**config.mk**
```make
export PLATFORM = sky130hd
export DESIGN_NAME = train_seq
export DESIGN_NICKNAME = d
export VERILOG_FILES = /design/src/rtl/train_seq.sv
export SDC_FILE = /design/constraint.sdc
export NUM_CORES = 2
export LEC_CHECK = 0
export CAP_MARGIN = 5
export CELL_PAD_IN_SITES_DETAIL_PLACEMENT = 0
export CELL_PAD_IN_SITES_GLOBAL_PLACEMENT = 1
export CORE_MARGIN = 3
export CORE_UTILIZATION = 38
export DETAILED_ROUTE_END_ITERATION = 7
export GPL_TIMING_DRIVEN = 0
export PLACE_DENSITY = 0.81
export SLEW_MARGIN = 20
export SYNTH_ARGS = -nofsm -noshare
export SYNTH_HDL_FRONTEND = slang
export SYNTH_SLANG_ARGS = --single-unit
```
**constraint.sdc**
```tcl
create_clock -name clk -period 30.9 [get_ports clk]
set_input_delay 7.725 -clock clk [delete_from_list [all_inputs] [get_ports clk]]
set_output_delay 7.725 -clock clk [all_outputs]
set_load 0.05 [all_outputs]
```
**src/rtl/train_seq.sv**
```systemverilog
// Training sequencer and parameter store: paces accumulate cycles per sample,
// walks a one-hot write-back over all slots per batch and re-exports the parameters.
module train_seq #(
    parameter int            N         = 32,
    parameter int            WT        = 12,
    parameter int            ND        = 5,
    parameter int            S         = WT + ND,
    parameter logic [S-1:0]  BIAS_MASK = 17'h11124,
    parameter int            SETTLE    = 2,
    parameter int            AW        = 5
) (
    input  logic              clk,
    input  logic              rst,
    input  logic [15:0]       batch_size,
    input  logic              s_valid,
    output logic              s_ready,
    input  logic              init_we,
    input  logic [AW-1:0]     init_addr,
    input  logic [N-1:0]      init_data,
    output logic [S-1:0]      we,
    output logic              dtb,
    input  logic [2*N-1:0]    bus,
    output logic              acc_clr,
    output logic [N*WT-1:0]   wall,
    output logic [N*ND-1:0]   ball,
    output logic              epoch_done,
    output logic              busy
);

    localparam int TW = (SETTLE > 1) ? $clog2(SETTLE) : 1;

    typedef enum logic [2:0] {
        ST_IDLE,
        ST_SETTLE,
        ST_ACC,
        ST_WB,
        ST_DONE
    } state_t;

    state_t         state, state_nx;
    logic [TW-1:0]  timer, timer_nx;
    logic [15:0]    count, count_nx;
    logic [15:0]    bs, bs_nx;
    logic [AW-1:0]  slot, slot_nx;
    logic [N-1:0]   param [S];

    logic [S-1:0]   we_nx;
    logic           dtb_nx;
    logic           acc_clr_nx;
    logic           epoch_done_nx;
    logic           init_ok;

    // Only the low half of the bus carries the updated value.
    logic           unused_bus_hi;
    assign unused_bus_hi = ^bus[2*N-1:N];

    assign init_ok = init_we && (count == '0) && (int'(init_addr) < S);

    // Position of slot k among the slots of the same kind (weight or bias).
    function automatic int unsigned rank(input int unsigned k, input logic b);
        int unsigned r;
        r = 0;
        for (int unsigned j = 0; j < k; j++)
            if (BIAS_MASK[j] == b) r++;
        return r;
    endfunction

    always_ff @(posedge clk or posedge rst) begin
        if (rst) begin
            state      <= ST_IDLE;
            timer      <= '0;
            count      <= '0;
            bs         <= 16'd1;
            slot       <= '0;
            we         <= '0;
            dtb        <= 1'b0;
            acc_clr    <= 1'b0;
            epoch_done <= 1'b0;
            for (int unsigned i = 0; i < S; i++)
                param[i] <= '0;
        end else begin
            state      <= state_nx;
            timer      <= timer_nx;
            count      <= count_nx;
            bs         <= bs_nx;
            slot       <= slot_nx;
            we         <= we_nx;
            dtb        <= dtb_nx;
            acc_clr    <= acc_clr_nx;
            epoch_done <= epoch_done_nx;
            if (state == ST_IDLE && init_ok)
                param[init_addr] <= init_data;
            else if (state == ST_WB)
                param[slot] <= bus[N-1:0];
        end
    end

    always_comb begin
        state_nx = state;
        timer_nx = timer;
        count_nx = count;
        bs_nx    = bs;
        slot_nx  = slot;
        case (state)
            ST_IDLE: begin
                if (s_valid && !init_we) begin
                    if (count == '0)
                        bs_nx = (batch_size == '0) ? 16'd1 : batch_size;
                    if (SETTLE == 0) begin
                        state_nx = ST_ACC;
                    end else begin
                        state_nx = ST_SETTLE;
                        timer_nx = TW'(SETTLE - 1);
                    end
                end
            end
            ST_SETTLE: begin
                if (timer == '0)
                    state_nx = ST_ACC;
                else
                    timer_nx = timer - 1'b1;
            end
            ST_ACC: begin
                if (count + 16'd1 == bs) begin
                    count_nx = '0;
                    slot_nx  = '0;
                    state_nx = ST_WB;
                end else begin
                    count_nx = count + 16'd1;
                    state_nx = ST_IDLE;
                end
            end
            ST_WB: begin
                slot_nx = slot + 1'b1;
                if (slot == AW'(S - 1))
                    state_nx = ST_DONE;
            end
            ST_DONE: state_nx = ST_IDLE;
            default: state_nx = ST_IDLE;
        endcase
    end

    // Registered controls are decoded from the next state so they line up with it.
    always_comb begin
        s_ready       = (state == ST_IDLE) && !init_we;
        busy          = (state != ST_IDLE);
        we_nx         = '0;
        dtb_nx        = 1'b0;
        acc_clr_nx    = 1'b0;
        epoch_done_nx = 1'b0;
        case (state_nx)
            ST_ACC: we_nx = '1;
            ST_WB: begin
                we_nx  = S'(1) << slot_nx;
                dtb_nx = 1'b1;
            end
            ST_DONE: begin
                acc_clr_nx    = 1'b1;
                epoch_done_nx = 1'b1;
            end
            default: ;
        endcase
    end

    for (genvar k = 0; k < S; k++) begin : g_pack
        localparam int unsigned R = rank(k, BIAS_MASK[k]);
        if (BIAS_MASK[k]) begin : g_bias
            assign ball[R*N +: N] = param[k];
        end else begin : g_weight
            assign wall[R*N +: N] = param[k];
        end
    end

endmodule
```
==> results.json <==
{
  "status": "complete, no violations",
  "hp-class": "flip-flop to flip-flop",
  "cts_inserted_buffers": 68,
  "synth_edf_count": 0,
  "dpl_worst_slack_ns": 13.91,
  "finClkSkew_ns": 0.0360,
  "final_cells": 4667,
  "drt_iter0_markers": 2645,
  "holdBufCountCts": 0,
  "cts_tree": "yes",
  "yosys.cell_count.top_type": "nand2_1",
  "yosys-top-cells-area": "dfrtp_1, o22a_1, o21ai_0",
  "holdWs_ns": 0.478,
  "holdCritStartpoint": "wall[93]",
  "ios": 687,
  "worstReg2RegEnd": "wall[341]",
  "synth_top_area_frac": 0.537,
  "cp_max_fo": 5,
  "tightest_slew_ns": 1.19,
  "yosys.area.top_type": "dfrtp_1",
  "grt_overflow": 0,
  "placed_cells": 4538,
  "setup_viol": 0,
  "cap_violations": 0,
  "ys_ff_latch": 604,
  "netlist_top_cells_count": "nand2_1, dfrtp_1, o21ai_0",
  "slew_violations": 0,
  "leakage_uw": 0.0152,
  "hold_depth": 2,
  "worstSetupPathType": "primary input to output port",
  "crit_path_start_kind": "primary input",
  "cp_common_cell": "clkdlybuf4s50_1",
  "internal_power_uw": 1890,
  "r2r_start": "state[0]",
  "r2r_setup_slack_ns": 26.56,
  "grt_pass1_wl_um": 191000,
  "synthFlopType": "dfrtp_1",
  "synthesis.instances": 2919,
  "rsz0062_at_grt": "no",
  "ys_async_sr_fraction": 1.00,
  "via_count": 27200,
  "first_pass_iters": 6,
  "power_density_nw_per_um2": 88.9,
  "synth.distinct_cells": 65,
  "grt_pass1_vias": 27100,
  "synth_area_per_cell_um2": 9.63,
  "vdd_drop_max_v": 0.0000912,
  "die_area_um2": 77300,
  "sequentialPowerShare": 0.326,
  "insertion_delay_ns": 0.64,
  "max_clock_freq_mhz": 58.7,
  "num_rows": 99,
  "antenna_left": 0,
  "fin_crit_ns": 17.02,
  "drive_above_1_share": 0.0486,
  "crit_buf_inv": 2,
  "cts_setup_buffers": 0,
  "grt_start_max_net_pins": 91,
  "placed_area_um2": 36100,
  "io_buffers": 652,
  "p_switching_uw": 1520,
  "maxSlewHeadroom": 0.203,
  "comb_power_share": 0.429,
  "design_area_um2": 38300,
  "ctsRootBufferMaster": "clkbuf_16",
  "core_area_um2": 73100,
  "min_period_over_period": 0.551,
  "cts_buffer_depth": 3,
  "avgRoutedWirePerCell_um": 28.4,
  "fin_ws_ns": 13.88,
  "antenna_found_initial": 7,
  "reg2reg_depth": 10,
  "gp_congestion": 0.953,
  "required_ns": 23.18,
  "remaining_drc_errors": 0,
  "cpPeakStageDelay_ns": 0.82,
  "grt.total_usage": 0.335,
  "yosysSeqAreaShare": 0.538,
  "vias_per_cell": 5.83,
  "synth_area_um2": 28100,
  "end_kind": "output port",
  "hold_viol": 0,
  "routed_wl_um": 132000,
  "critical_path.slowest_cell": "clkdlybuf4s50_1",
  "cts_resized": 0,
  "syn_to_final_growth_pct": 36.3,
  "cts.sinks": 604,
  "path_delay_family": "buffers and inverters",
  "dieHeight_um": 278,
  "die_x_um": 278,
  "synth_nets": 3046,
  "pwr-share-clk": 0.244,
  "clk_pin_slew_ns": 0.06,
  "arrival_ns": 9.30,
  "htreeDepth": 3,
  "dpl.hpwl_um": 105000,
  "hold_end": "wall[93]",
  "sw_frac_of_total": 0.446,
  "crit_path_cell_trace": "clkdlybuf4s50_1 > nor2_1 > clkdlybuf4s50_1",
  "finalSetupTns_ns": 0,
  "nets": 3776,
  "initial_core_util": 0.385,
  "yosysWarningCount": 0
}
power by group through the flow:
stage / combinational (uW) / sequential [uW] / clock [uW]
5_1_grt: 1530 / 1130 / 871
6_report: 1460 / 1110 / 832
4_1_cts: 1460 / 1110 / 837
2_1_floorplan: 327 / 1660 / 0
3_3_place_gp: 1450 / 1120 / 0
3_5_place_dp: 1460 / 1120 / 0
sequential cells by signal, summed over array words and instances, names as in the netlist:
name,cells
bs,16
timer,1
dtb,1
epoch_done,1
wall,384
count,16
state,3
slot,5
we,17
ball,160
cells in the final DEF (no fill, tap or decap), drive strengths merged, types with 33 or more instances in the layout:
cell type | synthesis | final
nor2 | 33 | 33
clkbuf | 292 | 383
a22oi | 51 | 51
clkdlybuf4s50 | 0 | 652
o22a | 463 | 463
dfrtp | 603 | 603
a32oi | 38 | 38
o21ai | 593 | 593
buf | 26 | 34
nand2 | 610 | 610
metrics by stage:
| step | util | power, uW |
|---|---|---|
| after floorplan | - | 1990 |
| after global placement | 0.490 | 2570 |
| after detailed placement | 0.493 | 2570 |
| after CTS | 0.524 | 3410 |
| after global routing | 0.524 | 3530 |
| final | 0.524 | 3410 |
layout make-up:
| class | count | area (um^2) |
|---|---|---|
| Clock inverter | 33 | 294 |
| Fill cell | 6865 | 34800 |
| Antenna cell | 5 | 12.5 |
| Inverter | 8 | 37.5 |
| Tap cell | 959 | 1200 |
| Multi-Input combinational cell | 1989 | 11700 |
| Clock buffer | 91 | 1950 |
| Buffer | 318 | 1230 |
| Timing Repair Buffer | 660 | 6730 |
| Sequential cell | 604 | 15100 |
per-layer routing:
layer / vias to the layer above / wire (um) / global-route usage
met4: 4 / 5500 / 0.126
li1: 12000 / - / -
met3: 244 / 12300 / 0.0989
met5: - / 27 / 0
met1: 13800 / 52100 / 0.421
met2: 1224 / 62500 / 0.548
worst max path at each step:
stage / depth (start not counted) / slack [ns] / to / from
2_1_floorplan: 1 / 6.27 / ball[0] / rst
5_1_grt: 3 / 13.84 / s_ready / init_we
4_1_cts: 3 / 13.90 / s_ready / init_we
3_5_place_dp: 3 / 13.91 / s_ready / init_we
6_report: 3 / 13.88 / s_ready / init_we
3_3_place_gp: 2 / -1.75 / ball[1] / rst
worst reg2reg max path, stage by stage (launching register included):
cell and delay, ns:
dfrtp_1 0.36, clkbuf_1 0.18, or3_1 0.45, nor3_1 0.63
nand3_1 0.30, clkbuf_1 0.43, nor3_1 0.70, a21oi_2 0.25
nand3b_1 0.33, clkbuf_1 0.35, o21ai_0 0.27
cells by family (layout without fill, tap and decap cells):
logic type,Yosys count,after routing,share of synthesized area
AO/OA/AOI/OAI,1193,1193,0.288
buffers and inverters,326,1110,0.0450
flip-flops,604,604,0.538
other,0,5,0
multiplexers,17,17,0.00672
AND/OR/NAND/NOR,749,749,0.112
XOR/XNOR,24,24,0.00748
adder cells (fa/ha/maj),6,6,0.00267
No activity file was read; power rests on OpenSTA's default activity.
